File: src/rtl/piso_serializer.sv
// piso_serializer: parallel-in / serial-out shifter with valid/ready load handshake.
//   clk, rst_n        : rising-edge clock, asynchronous active-low reset
//   load_valid/ready  : word offer / accept (load_ready is combinational)
//   data [WIDTH-1:0]  : parallel word, captured on accept
//   shift_en          : advance enable; 0 freezes the stream
//   sout, sout_valid  : serial bit and its qualifier
//   last              : sout is the final bit of the frame
//   busy              : a frame is in progress
module piso_serializer #(
    parameter int unsigned WIDTH     = 8,
    parameter int unsigned LSB_FIRST = 0
) (
    input  logic             clk,
    input  logic             rst_n,
    input  logic             load_valid,
    output logic             load_ready,
    input  logic [WIDTH-1:0] data,
    input  logic             shift_en,
    output logic             sout,
    output logic             sout_valid,
    output logic             last,
    output logic             busy
);

    localparam int unsigned     CNT_W    = $clog2(WIDTH);
    localparam logic [CNT_W-1:0] CNT_LAST = CNT_W'(WIDTH - 1);

    typedef enum logic {
        S_IDLE  = 1'b0,
        S_SHIFT = 1'b1
    } state_t;

    state_t             r_state;
    state_t             w_state_next;
    logic [WIDTH-1:0]   r_sreg;
    logic [WIDTH-1:0]   w_sreg_next;
    logic [CNT_W-1:0]   r_cnt;
    logic [CNT_W-1:0]   w_cnt_next;
    logic               w_shifting;
    logic               w_at_last;
    logic               w_out_bit;

    assign w_shifting = (r_state == S_SHIFT);
    assign w_at_last  = w_shifting && (r_cnt == CNT_LAST);

    // A new word can enter while idle, or on the edge that retires the last bit.
    assign load_ready = (r_state == S_IDLE) || (w_at_last && shift_en);

    // State, shift register and bit counter.
    always_ff @(posedge clk or negedge rst_n) begin
        if (!rst_n) begin
            r_state <= S_IDLE;
            r_sreg  <= '0;
            r_cnt   <= '0;
        end else begin
            r_state <= w_state_next;
            r_sreg  <= w_sreg_next;
            r_cnt   <= w_cnt_next;
        end
    end

    // Next-state and datapath update.
    always_comb begin
        w_state_next = r_state;
        w_sreg_next  = r_sreg;
        w_cnt_next   = r_cnt;
        case (r_state)
            S_IDLE: begin
                if (load_valid) begin
                    w_state_next = S_SHIFT;
                    w_sreg_next  = data;
                    w_cnt_next   = '0;
                end
            end
            S_SHIFT: begin
                if (shift_en) begin
                    if (w_at_last) begin
                        if (load_valid) begin
                            w_sreg_next = data;
                            w_cnt_next  = '0;
                        end else begin
                            // Leave the register clean so idle output stays 0.
                            w_state_next = S_IDLE;
                            w_sreg_next  = '0;
                            w_cnt_next   = '0;
                        end
                    end else begin
                        if (LSB_FIRST != 0) begin
                            w_sreg_next = {1'b0, r_sreg[WIDTH-1:1]};
                        end else begin
                            w_sreg_next = {r_sreg[WIDTH-2:0], 1'b0};
                        end
                        w_cnt_next = r_cnt + CNT_W'(1);
                    end
                end
            end
            default: begin
                w_state_next = S_IDLE;
                w_sreg_next  = '0;
                w_cnt_next   = '0;
            end
        endcase
    end

    assign w_out_bit  = (LSB_FIRST != 0) ? r_sreg[0] : r_sreg[WIDTH-1];

    // Outputs are decoded straight from flops.
    assign sout       = w_shifting && w_out_bit;
    assign sout_valid = w_shifting;
    assign busy       = w_shifting;
    assign last       = w_at_last;

endmodule

File: config.mk
export PLATFORM = sky130hd
export DESIGN_NAME = piso_serializer
export DESIGN_NICKNAME = d
export VERILOG_FILES = /design/src/rtl/piso_serializer.sv
export SDC_FILE = /design/constraint.sdc
export NUM_CORES = 1
export LEC_CHECK = 0
export CAP_MARGIN = 40
export CORE_MARGIN = 2
export CORE_UTILIZATION = 45
export CTS_BUF_LIST = sky130_fd_sc_hd__clkbuf_2
export CTS_CLUSTER_DIAMETER = 50
export DETAILED_ROUTE_END_ITERATION = 12
export GPL_TIMING_DRIVEN = 0
export PLACE_DENSITY = 0.83
export SKIP_CTS_REPAIR_TIMING = 1
export SLEW_MARGIN = 40
export SYNTH_ARGS = -nofsm -noshare
export SYNTH_HDL_FRONTEND = slang
export SYNTH_SLANG_ARGS = --single-unit
File: constraint.sdc
create_clock -name clk -period 1.95 [get_ports clk]
set_input_delay 0.2925 -clock clk [delete_from_list [all_inputs] [get_ports clk]]
set_output_delay 0.2925 -clock clk [all_outputs]
set_load 0.05 [all_outputs]
; Word level (Yosys, flattened, before mapping)
; Index checks and enable logic that the tools add are counted.
[op_classes]
bitwise_logic = 1
muxes = 13
add_sub_neg = 1
n_reduce_logical = 5
eq_ne = 3
[ops]
columns = op, count
row1 = $mux 8, 4
row2 = $pmux 8 s2, 1
row3 = $mux 3, 3
row4 = $pmux 3 s2, 1
row5 = $ne 2x2->1 const B, 2
row6 = $add 3x1->3 const B, 1
row7 = $eq 3x3->1 const B, 1
row8 = $logic_and 1x1->1, 3
row9 = $mux 1, 3
row10 = $pmux 1 s2, 1
row11 = $reduce_and 2->1, 1
row12 = $logic_or 1x1->1, 1
row13 = $not 1->1, 1
[totals]
input_bits = 12
reg_bits = 12

; Depth between registers and ports, before layout
; Gate-level depths: netlist of the first run.
[depth]
depth_word = 5
depth_mapped = 6

; Worst setup path after synthesis of the first run
; No wires, ideal clock.
[synth_timing]
kind = reg-to-output
startpoint = register r_state (netlist: busy)
endpoint = output port sout
setup_slack_ns = 0.429
path_stages_with_launch = 2
path_buffers = 0
arrival_time_ns = 1.229
path_cell_list = dfrtp_1 -> and2_1
[synth_between]
elab_chain_cells = 1
[synth_lines]
columns = element, line
row1 = from (decl), 33  ; state_t r_state;
row2 = from (signal assigned), 56  ; r_state <= w_state_next;
row3 = $logic_and 1x1->1, 108  ; assign sout = w_shifting && w_out_bit;
row4 = to (decl), 19  ; output logic sout,
; No other way between the ends.

; Worst setup path in the final report of the first run
[layout_timing]
startpoint = register r_cnt[0]
endpoint = output port last
[layout_between]
elab_chain_cells = 2
[layout_lines]
columns = element, line
row1 = from (decl), 37  ; logic [CNT_W-1:0] r_cnt;
row2 = from (signal assigned), 58  ; r_cnt <= w_cnt_next;
row3 = $eq 3x3->1, 44  ; assign w_at_last = w_shifting && (r_cnt == CNT_LAST);
row4 = $logic_and 1x1->1, 44
row5 = to (decl), 21  ; output logic last,
; No other way between the ends.

==> results of run 1 <==
==> cells in the final DEF, fill, tap and decap left out, drive strengths merged, types with 2 or more instances in the layout <==
| cell | instances |
|---|---|
| dlymetal6s2s | 4 |
| nor2 | 14 |
| ha | 2 |
| buf | 4 |
| clkdlybuf4s50 | 11 |
| dfrtp | 12 |
| nand2 | 6 |
| and2 | 2 |
| a32o | 2 |
| clkbuf | 4 |
| a221oi | 7 |
==> logic make-up (layout without fill, tap and decap cells) <==
| family | after synthesis | count (layout) | synth area share, % |
|---|---|---|---|
| DFF | 12 | 12 | 48.0 |
| adders and majority gates | 2 | 2 | 4.00 |
| AOI/OAI and AO/OA | 11 | 11 | 22.4 |
| and+or+nand+nor | 25 | 25 | 16.8 |
| buffers and inverters | 4 | 24 | 5.40 |
| muxes | 2 | 2 | 3.40 |
==> routing by layer <==
metal / wire, um / GRT usage [%] / vias up / share of wire, %
li1: - / - / 240 / -
met1: 550 / 23.3 / 240 / 44
met2: 626 / 27.7 / 16 / 51
met3: 62 / 5.43 / 0 / 5.0
met4: 0 / 9.68 / 0 / 0
met5: 0 / 0 / - / 0
==> power by group through the flow <==
stage | clock [mW] | combinational (mW) | sequential, mW
finish | 0.134 | 0.370 | 0.386
global route | 0.146 | 0.398 | 0.397
CTS | 0.134 | 0.376 | 0.388
detailed placement | 0 | 0.376 | 0.393
global placement | 0 | 0.363 | 0.389
floorplan | 0 | 0.270 | 0.387
==> worst max-delay path: cells and delay by family, from the launching register on <==
kind | cells | cell delay (ns)
adders and majority gates | 2 | 0.35
and+or+nand+nor | 1 | 0.14
DFF | 1 | 0.39
buffers and inverters | 1 | 0.41
==> sequential cells by signal (all words and copies together) (netlist names) <==
name,count
busy,1
r_sreg,8
r_cnt,3
==> path summary, 6_finish.rpt <==
| path | startpoint | to | slack, ns |
|---|---|---|---|
| worst max-delay path | r_cnt[0] | last | 0.11 |
| worst min-delay path | rst_n | r_sreg[3] | 0.35 |
| worst max register to register | r_cnt[0] | r_sreg[6] | 0.39 |
| worst min register to register | r_cnt[2] | r_cnt[2] | 0.51 |
| max in group asynchronous | rst_n | r_cnt[2] | 1.23 |
| min in group clk | r_cnt[2] | r_cnt[2] | 0.51 |
==> cell type report <==
type / count / share of cell area (%)
Clock inverter: 1 / 0.453
Buffer: 4 / 4.08
Clock buffer: 3 / 1.81
Sequential cell: 12 / 36.3
Multi-Input combinational cell: 40 / 35.2
Timing Repair Buffer: 16 / 19.9
Tap cell: 15 / 2.27
==> synthesized netlist by cell type, drive strengths merged <==
cell / count
a221oi: 7
dfrtp: 12
nand2b: 1
nor2b: 1
nand2: 6
ha: 2
mux2i: 1
a21bo: 1
nor2: 14
o21ai: 1
nand3: 1
a32o: 2
and2: 2
mux2: 1
buf: 4
==> impl_metrics.tcl, run 1 <==
set metrics [dict create \
    root_buffer "clkbuf_2" \
    worstPathRequired_ns 1.66 \
    nNetsFinal 91 \
    diodes 0 \
    routed_wl_um 1240 \
    tightest_slew_ns 0.541 \
    routedWlPerCell_um 13.6 \
    netlist_area_sq_um 626 \
    r2r_cells 6 \
    fin_setup_tns_ns 0 \
    hpwl_um 893 \
    num_rows 13 \
    yosysUniqueCellTypes 16 \
    core_sq_mm 0.00130 \
    cts_tree "done" \
    hold_class "primary input to asynchronous set/reset pin" \
    io_buffers 16 \
    syn_avg_cell_area_sq_um 11.2 \
    clock_path_buffers 2 \
    drc 0 \
    combPwrFrac_pct 41.5 \
    p_leak_nw 0.386 \
    endpoint_kind "output pin" \
    drive_gt1_share_pct 21.1 \
    die_area_sq_mm 0.00170 \
    drtIter0Drc 17 \
    layout_min_cycle_time_ns 1.84 \
    antenna_found_initial 0 \
    ant_nets 0 \
    fin_crit_sh_pct 94.5 \
    maxSlewHeadroom_pct 63.8 \
    cp.arrival_ns 1.55 \
    net-switching-power_mw 0.340 \
    maxSlewViolCount 0 \
    path_max_fanout 4 \
    finalPower_mw 0.890 \
    instances_no_fill 91 \
    synth_top_area_share_pct 48.0 \
    seqCellArea_sq_um 300 \
    whs_ns 0.348 \
    synthesis.nets 70 \
    path_clk_slew_ns 0.13 \
    yosys.area.top_type "dfrtp_1" \
    power.density_mw_per_mm2 1070 \
    timing.final.ws_setup_ns 0.108 \
    final_util_pct 63.7 \
    initial_core_util_pct 48.1 \
    die_w_um 41.3 \
    postPlaceCellArea_sq_um 805 \
    top_level_ports 17 \
    crit_chain "ha_1 -> ha_1 -> and2_1 -> dlymetal6s2s_1" \
    syn_to_final_growth_pct 32.4 \
    p_clk_share_pct 15.0 \
    critPathLaunchType "register" \
    grt_pass1_vias 430 \
    firstDrtPassIters 4 \
    max-cap-violations 0 \
    rsz0062_at_grt "no" \
    grt_usage_pct 18.4 \
    clock-sinks 12 \
    via_count 496 \
    placedCellCount 87 \
    setup_viol 0 \
    finalClockSkew_ns 0.0108 \
    cpMostUsedCell "ha_1" \
    power_frac_seq_pct 43.4 \
    finalHoldViolations 0 \
    cp_slowest_cell "dlymetal6s2s_1" \
    status "complete, no violations" \
    multi_input_area_sq_um 292 \
    vdd_drop_max_uv 503 \
    synth_seq_cells 12 \
    p_sw_share_pct 38.2 \
    syn-instance-count 56 \
    p_int_mw 0.550 \
    grt.overflow.total 0 \
    grt_pass1_wl_um 1940 \
    seq_area_frac_synth_pct 48.0 \
    numCtsBuffers 3 \
    critPathMaxStageDelay_ns 0.41 \
    clock_latency_ns 0.27 \
    grt_max_degree 13 \
    yosys_warnings 0 \
    post-route-cell-area_sq_um 828 \
    max_freq_mhz 543 \
    place_congestion 0.703 \
    fill_cells 112 \
    ys_top_cells_by_area "dfrtp_1 48%, a221oi_2 17%, nor2_1 8.4%" \
    place_ws_ns -0.183 \
    vias_per_cell 5.45 \
    critPathKind "register to output pin" \
    htreeDepth 1 \
    fp.dieH_um 41.3 \
]
Power figures use the tool's default switching activity.
==> run 2: changes to the inputs <==
--- a/config.mk
+++ b/config.mk
@@ -6,13 +6,13 @@
 export NUM_CORES = 1
 export LEC_CHECK = 0
 export CAP_MARGIN = 40
-export CORE_MARGIN = 2
-export CORE_UTILIZATION = 45
+export CORE_MARGIN = 3
+export CORE_UTILIZATION = 40
 export CTS_BUF_LIST = sky130_fd_sc_hd__clkbuf_2
 export CTS_CLUSTER_DIAMETER = 50
 export DETAILED_ROUTE_END_ITERATION = 12
 export GPL_TIMING_DRIVEN = 0
-export PLACE_DENSITY = 0.83
+export PLACE_DENSITY = 0.76
 export SKIP_CTS_REPAIR_TIMING = 1
 export SLEW_MARGIN = 40
 export SYNTH_ARGS = -nofsm -noshare
==> impl_metrics.tcl, run 2 (same netlist as run 1, synthesis figures left out) <==
set metrics [dict create \
    tightest_slew_ns 0.555 \
    final_cell_mix "14 x nor2_1, 12 x dfrtp_1, 11 x clkdlybuf4s50_1" \
    top_level_ports 17 \
    power.density_mw_per_mm2 1060 \
    grt_usage_pct 14.8 \
    cp_top_family "buffers and inverters" \
    critPathKind "register to output pin" \
    routedWlPerCell_um 13.6 \
    grt_use_met2_pct 23.4 \
    cp_num_buf_inv 1 \
    status "complete, no violations" \
    max-cap-violations 0 \
    clock_latency_ns 0.27 \
    finalClockSkew_ns 0.00898 \
    layout_commonest_cell "nor2_1" \
    maxSlewViolCount 0 \
    vdd_drop_max_uv 626 \
    largest_reg_flops 8 \
    path_max_fanout 4 \
    cpMostUsedCell "ha_1" \
    busiest_layer "met2" \
    vias_per_cell 5.39 \
    firstDrtPassIters 2 \
    r2r_slack_ns 0.40 \
    die_area_sq_mm 0.00207 \
    crit_chain "ha_1 -> ha_1 -> and2_1 -> dlymetal6s2s_1" \
    drive_gt1_share_pct 21.3 \
    cp_slowest_cell "dlymetal6s2s_1" \
    r2r_cells 6 \
    rsz0062_at_grt "no" \
    cp.arrival_ns 1.54 \
    routed_wl_um 1230 \
    hpwl_um 880 \
    grt_pass1_wl_um 2120 \
    endpoint_kind "output pin" \
    grt_pass1_vias 488 \
    place_congestion 0.646 \
    layout_min_cycle_time_ns 1.83 \
    grt_max_degree 13 \
    via_count 485 \
    met3_usage_pct 2.37 \
    cts_tree "done" \
    final_util_pct 59.6 \
    fp.dieH_um 45.5 \
    io_buffers 16 \
    root_buffer "clkbuf_2" \
    r2r-end "r_sreg[6]" \
    worstPathRequired_ns 1.66 \
    num_rows 13 \
    drtIter0Drc 2 \
    ant_nets 0 \
    path_clk_slew_ns 0.12 \
    top_register "r_sreg" \
    core_sq_mm 0.00138 \
    clock-sinks 12 \
    antenna_found_initial 0 \
    fin_setup_tns_ns 0 \
    critPathLaunchType "register" \
    nNetsFinal 91 \
    fin_crit_sh_pct 94.1 \
    critPathMaxStageDelay_ns 0.41 \
    numCtsBuffers 3 \
    htreeDepth 1 \
    setup_viol 0 \
    clock_path_buffers 2 \
    gr-usage-met1_pct 18.0 \
    syn_to_final_growth_pct 31.8 \
    maxSlewHeadroom_pct 62.9 \
    hold_class "primary input to asynchronous set/reset pin" \
    r2r-start "r_cnt[0]" \
    p_leak_nw 0.385 \
    die_w_um 45.5 \
    max_freq_mhz 545 \
    initial_core_util_pct 45.2 \
    grt.overflow.total 0 \
    diodes 0 \
    drc 0 \
    finalHoldViolations 0 \
]
[run 2: cell types whose count changed in the layout (fill, tap and decap cells not counted), sizes merged]
cell	previous run	this run
clkinv	1	0
[run 2: how the worst max path moves through the flow]
stage	end	from	cells past startpoint
global placement	load_ready	shift_en	4
floorplan	sout	busy	1
finish	last	r_cnt[0]	4
global route	last	r_cnt[0]	4
CTS	load_ready	r_cnt[0]	5
detailed placement	load_ready	shift_en	4
[run 2: area by class of cell]
type,count,area [sq um]
plain buffers,4,33.8
repair buffers,16,165
flip-flops and latches,12,300
multi-input cells,40,292
fillers,116,558
well taps,15,18.8
clock buffers,3,15.0
[run 2: worst register-to-register path: cells and delay by family (launching register included)]
kind | cells | cell delay, ns
flops | 1 | 0.41
compound gates | 2 | 0.40
fa+ha+maj | 2 | 0.43
buf+inv | 1 | 0.14
simple gates | 1 | 0.07
[run 2: through the flow]
step                      power [mW]  cell area (sq um)  hold slack [ns]  cells  setup slack [ns]
after floorplan                0.657                626         -0.00309     56             0.429
after CTS                      0.895                820            0.372     90            -0.344
after global routing           0.941                825            0.401     90            0.0112
final                          0.878                825            0.369     90             0.116
after global placement         0.755                805            0.477     87            -0.166
after detailed placement       0.769                805            0.481     87            -0.196
[run 2: routing by layer]
layer  part of all wire [%]  vias up
met5                      0        -
met4                    1.5        0
met3                    4.1        4
met2                     50       11
met1                     45      230
li1                       -      240
[run 2: power breakdown]
group | leakage [nW] | internal [mW] | switching, mW
clock | 0.0125 | 0.0420 | 0.0815
sequential | 0.138 | 0.333 | 0.0586
combinational | 0.234 | 0.171 | 0.192
==> run 3: changes to the inputs <==
--- a/config.mk
+++ b/config.mk
@@ -6,7 +6,7 @@
 export NUM_CORES = 1
 export LEC_CHECK = 0
 export CAP_MARGIN = 40
-export CORE_MARGIN = 3
+export CORE_MARGIN = 8
 export CORE_UTILIZATION = 40
 export CTS_BUF_LIST = sky130_fd_sc_hd__clkbuf_2
 export CTS_CLUSTER_DIAMETER = 50
==> impl_metrics.tcl, run 3 (same netlist as run 1, synthesis figures left out) <==
set metrics [dict create \
    path_clk_slew_ns 0.12 \
    vias_per_cell 5.25 \
    placedCellCount 88 \
    power_frac_seq_pct 44.2 \
    cp_slowest_cell "dlymetal6s2s_1" \
    fp.dieH_um 55.5 \
    final_util_pct 55.5 \
    numCtsBuffers 3 \
    status "complete, no violations" \
    cpMostUsedCell "ha_1" \
    layout_commonest_cell "nor2_1" \
    worstSetupStartpoint "r_cnt[0]" \
    max-cap-violations 0 \
    postPlaceCellArea_sq_um 806 \
    io_buffers 16 \
    rsz0062_at_grt "no" \
    grt.overflow.total 0 \
    vdd_drop_max_uv 568 \
    endpoint_kind "output pin" \
    fin_setup_tns_ns 0 \
    net-switching-power_mw 0.334 \
    p_sw_share_pct 37.9 \
    layout_min_cycle_time_ns 1.84 \
    worstPathRequired_ns 1.66 \
    power.density_mw_per_mm2 1070 \
    critPathLaunchType "register" \
    drive_gt1_share_pct 21.3 \
    finalHoldViolations 0 \
    p_leak_nw 0.385 \
    num_rows 14 \
    finalClockSkew_ns 0.00516 \
    drc 0 \
    grt_usage_pct 9.02 \
    diodes 0 \
    crit_chain "ha_1 -> ha_1 -> and2_1 -> dlymetal6s2s_1" \
    tightest_slew_ns 0.550 \
    maxSlewHeadroom_pct 63.2 \
    maxSlewViolCount 0 \
    path_max_fanout 4 \
    r2r_slack_ns 0.38 \
    place_congestion 0.713 \
    hold_class "primary input to asynchronous set/reset pin" \
    final_cell_mix "14 x nor2_1, 12 x dfrtp_1, 11 x clkdlybuf4s50_1" \
    p_clk_share_pct 14.1 \
    r2r-end "r_sreg[7]" \
    cp.arrival_ns 1.55 \
    clock_path_buffers 2 \
    firstDrtPassIters 4 \
    cts_tree "done" \
    htreeDepth 1 \
    nNetsFinal 91 \
    drtIter0Drc 3 \
    place_ws_ns -0.175 \
    fill_cells 137 \
    core_sq_mm 0.00149 \
    antenna_found_initial 0 \
    endpoint "last" \
    r2r_cells 6 \
    fin_crit_sh_pct 94.3 \
    initial_core_util_pct 42.0 \
    max_freq_mhz 544 \
    combPwrFrac_pct 41.7 \
    grt_pass1_wl_um 2270 \
    clock-sinks 12 \
    ant_nets 0 \
    grt_max_degree 13 \
    r2r-start "r_cnt[0]" \
    syn_to_final_growth_pct 32.0 \
    critPathKind "register to output pin" \
    via_count 478 \
    clock_latency_ns 0.27 \
    instances_no_fill 91 \
    die_w_um 55.5 \
    p_int_mw 0.547 \
    die_area_sq_mm 0.00309 \
    routedWlPerCell_um 14.1 \
    root_buffer "clkbuf_2" \
    grt_pass1_vias 537 \
    largest_reg_flops 8 \
    timing.final.ws_setup_ns 0.112 \
    critPathMaxStageDelay_ns 0.41 \
    post-route-cell-area_sq_um 826 \
    hpwl_um 938 \
    setup_viol 0 \
    routed_wl_um 1280 \
    top_level_ports 17 \
    top_register "r_sreg" \
]
[run 3: per-layer routing]
metal | wire (um) | global-route usage, % | vias to the layer above | part of all wire [%]
met5 | 0 | 0 | - | 0
met4 | 36 | 6.34 | 0 | 2.8
met3 | 80 | 2.97 | 5 | 6.2
met2 | 617 | 14.3 | 12 | 48
met1 | 549 | 9.86 | 223 | 43
li1 | - | - | 238 | -
[run 3: cell type report]
class | instances | area [sq um] | area share [%]
sequential | 12 | 300 | 36.4
multi-input combinational | 40 | 292 | 35.3
timing repair buffer | 16 | 165 | 20.0
buffer | 4 | 33.8 | 4.09
tap | 16 | 20.0 | 2.42
clock buffer | 3 | 15.0 | 1.82
[run 3: worst max-delay path: cells and delay by family, from the launching register on]
family                     cells  cell delay, ns
buffers and inverters          1            0.41
DFF                            1            0.38
adders and majority gates      2            0.35
and+or+nand+nor                1            0.13
[run 3: stage by stage]
| stage | total power [mW] | hold slack (ns) |
|---|---|---|
| floorplan | 0.657 | -0.00309 |
| global placement | 0.755 | 0.474 |
| detailed placement | 0.770 | 0.480 |
| CTS | 0.896 | 0.386 |
| global route | 0.942 | 0.408 |
| finish | 0.881 | 0.364 |
[run 3: power by group through the flow]
stage	sequential, mW	clock [mW]	combinational, mW
2_1_floorplan	0.387	0	0.270
3_3_place_gp	0.390	0	0.366
3_5_place_dp	0.395	0	0.375
4_1_cts	0.390	0.129	0.378
5_1_grt	0.401	0.135	0.406
6_report	0.390	0.125	0.367
[run 3: worst min path at each step]
stage / startpoint / end / slack (ns) / cells past startpoint
global placement: r_sreg[0] / r_sreg[0] / 0.47 / 2
floorplan: rst_n / busy / -0.003 / 0
CTS: rst_n / r_sreg[3] / 0.39 / 1
finish: rst_n / r_sreg[3] / 0.36 / 1
global route: rst_n / r_sreg[3] / 0.41 / 1
detailed placement: r_sreg[0] / r_sreg[0] / 0.48 / 2
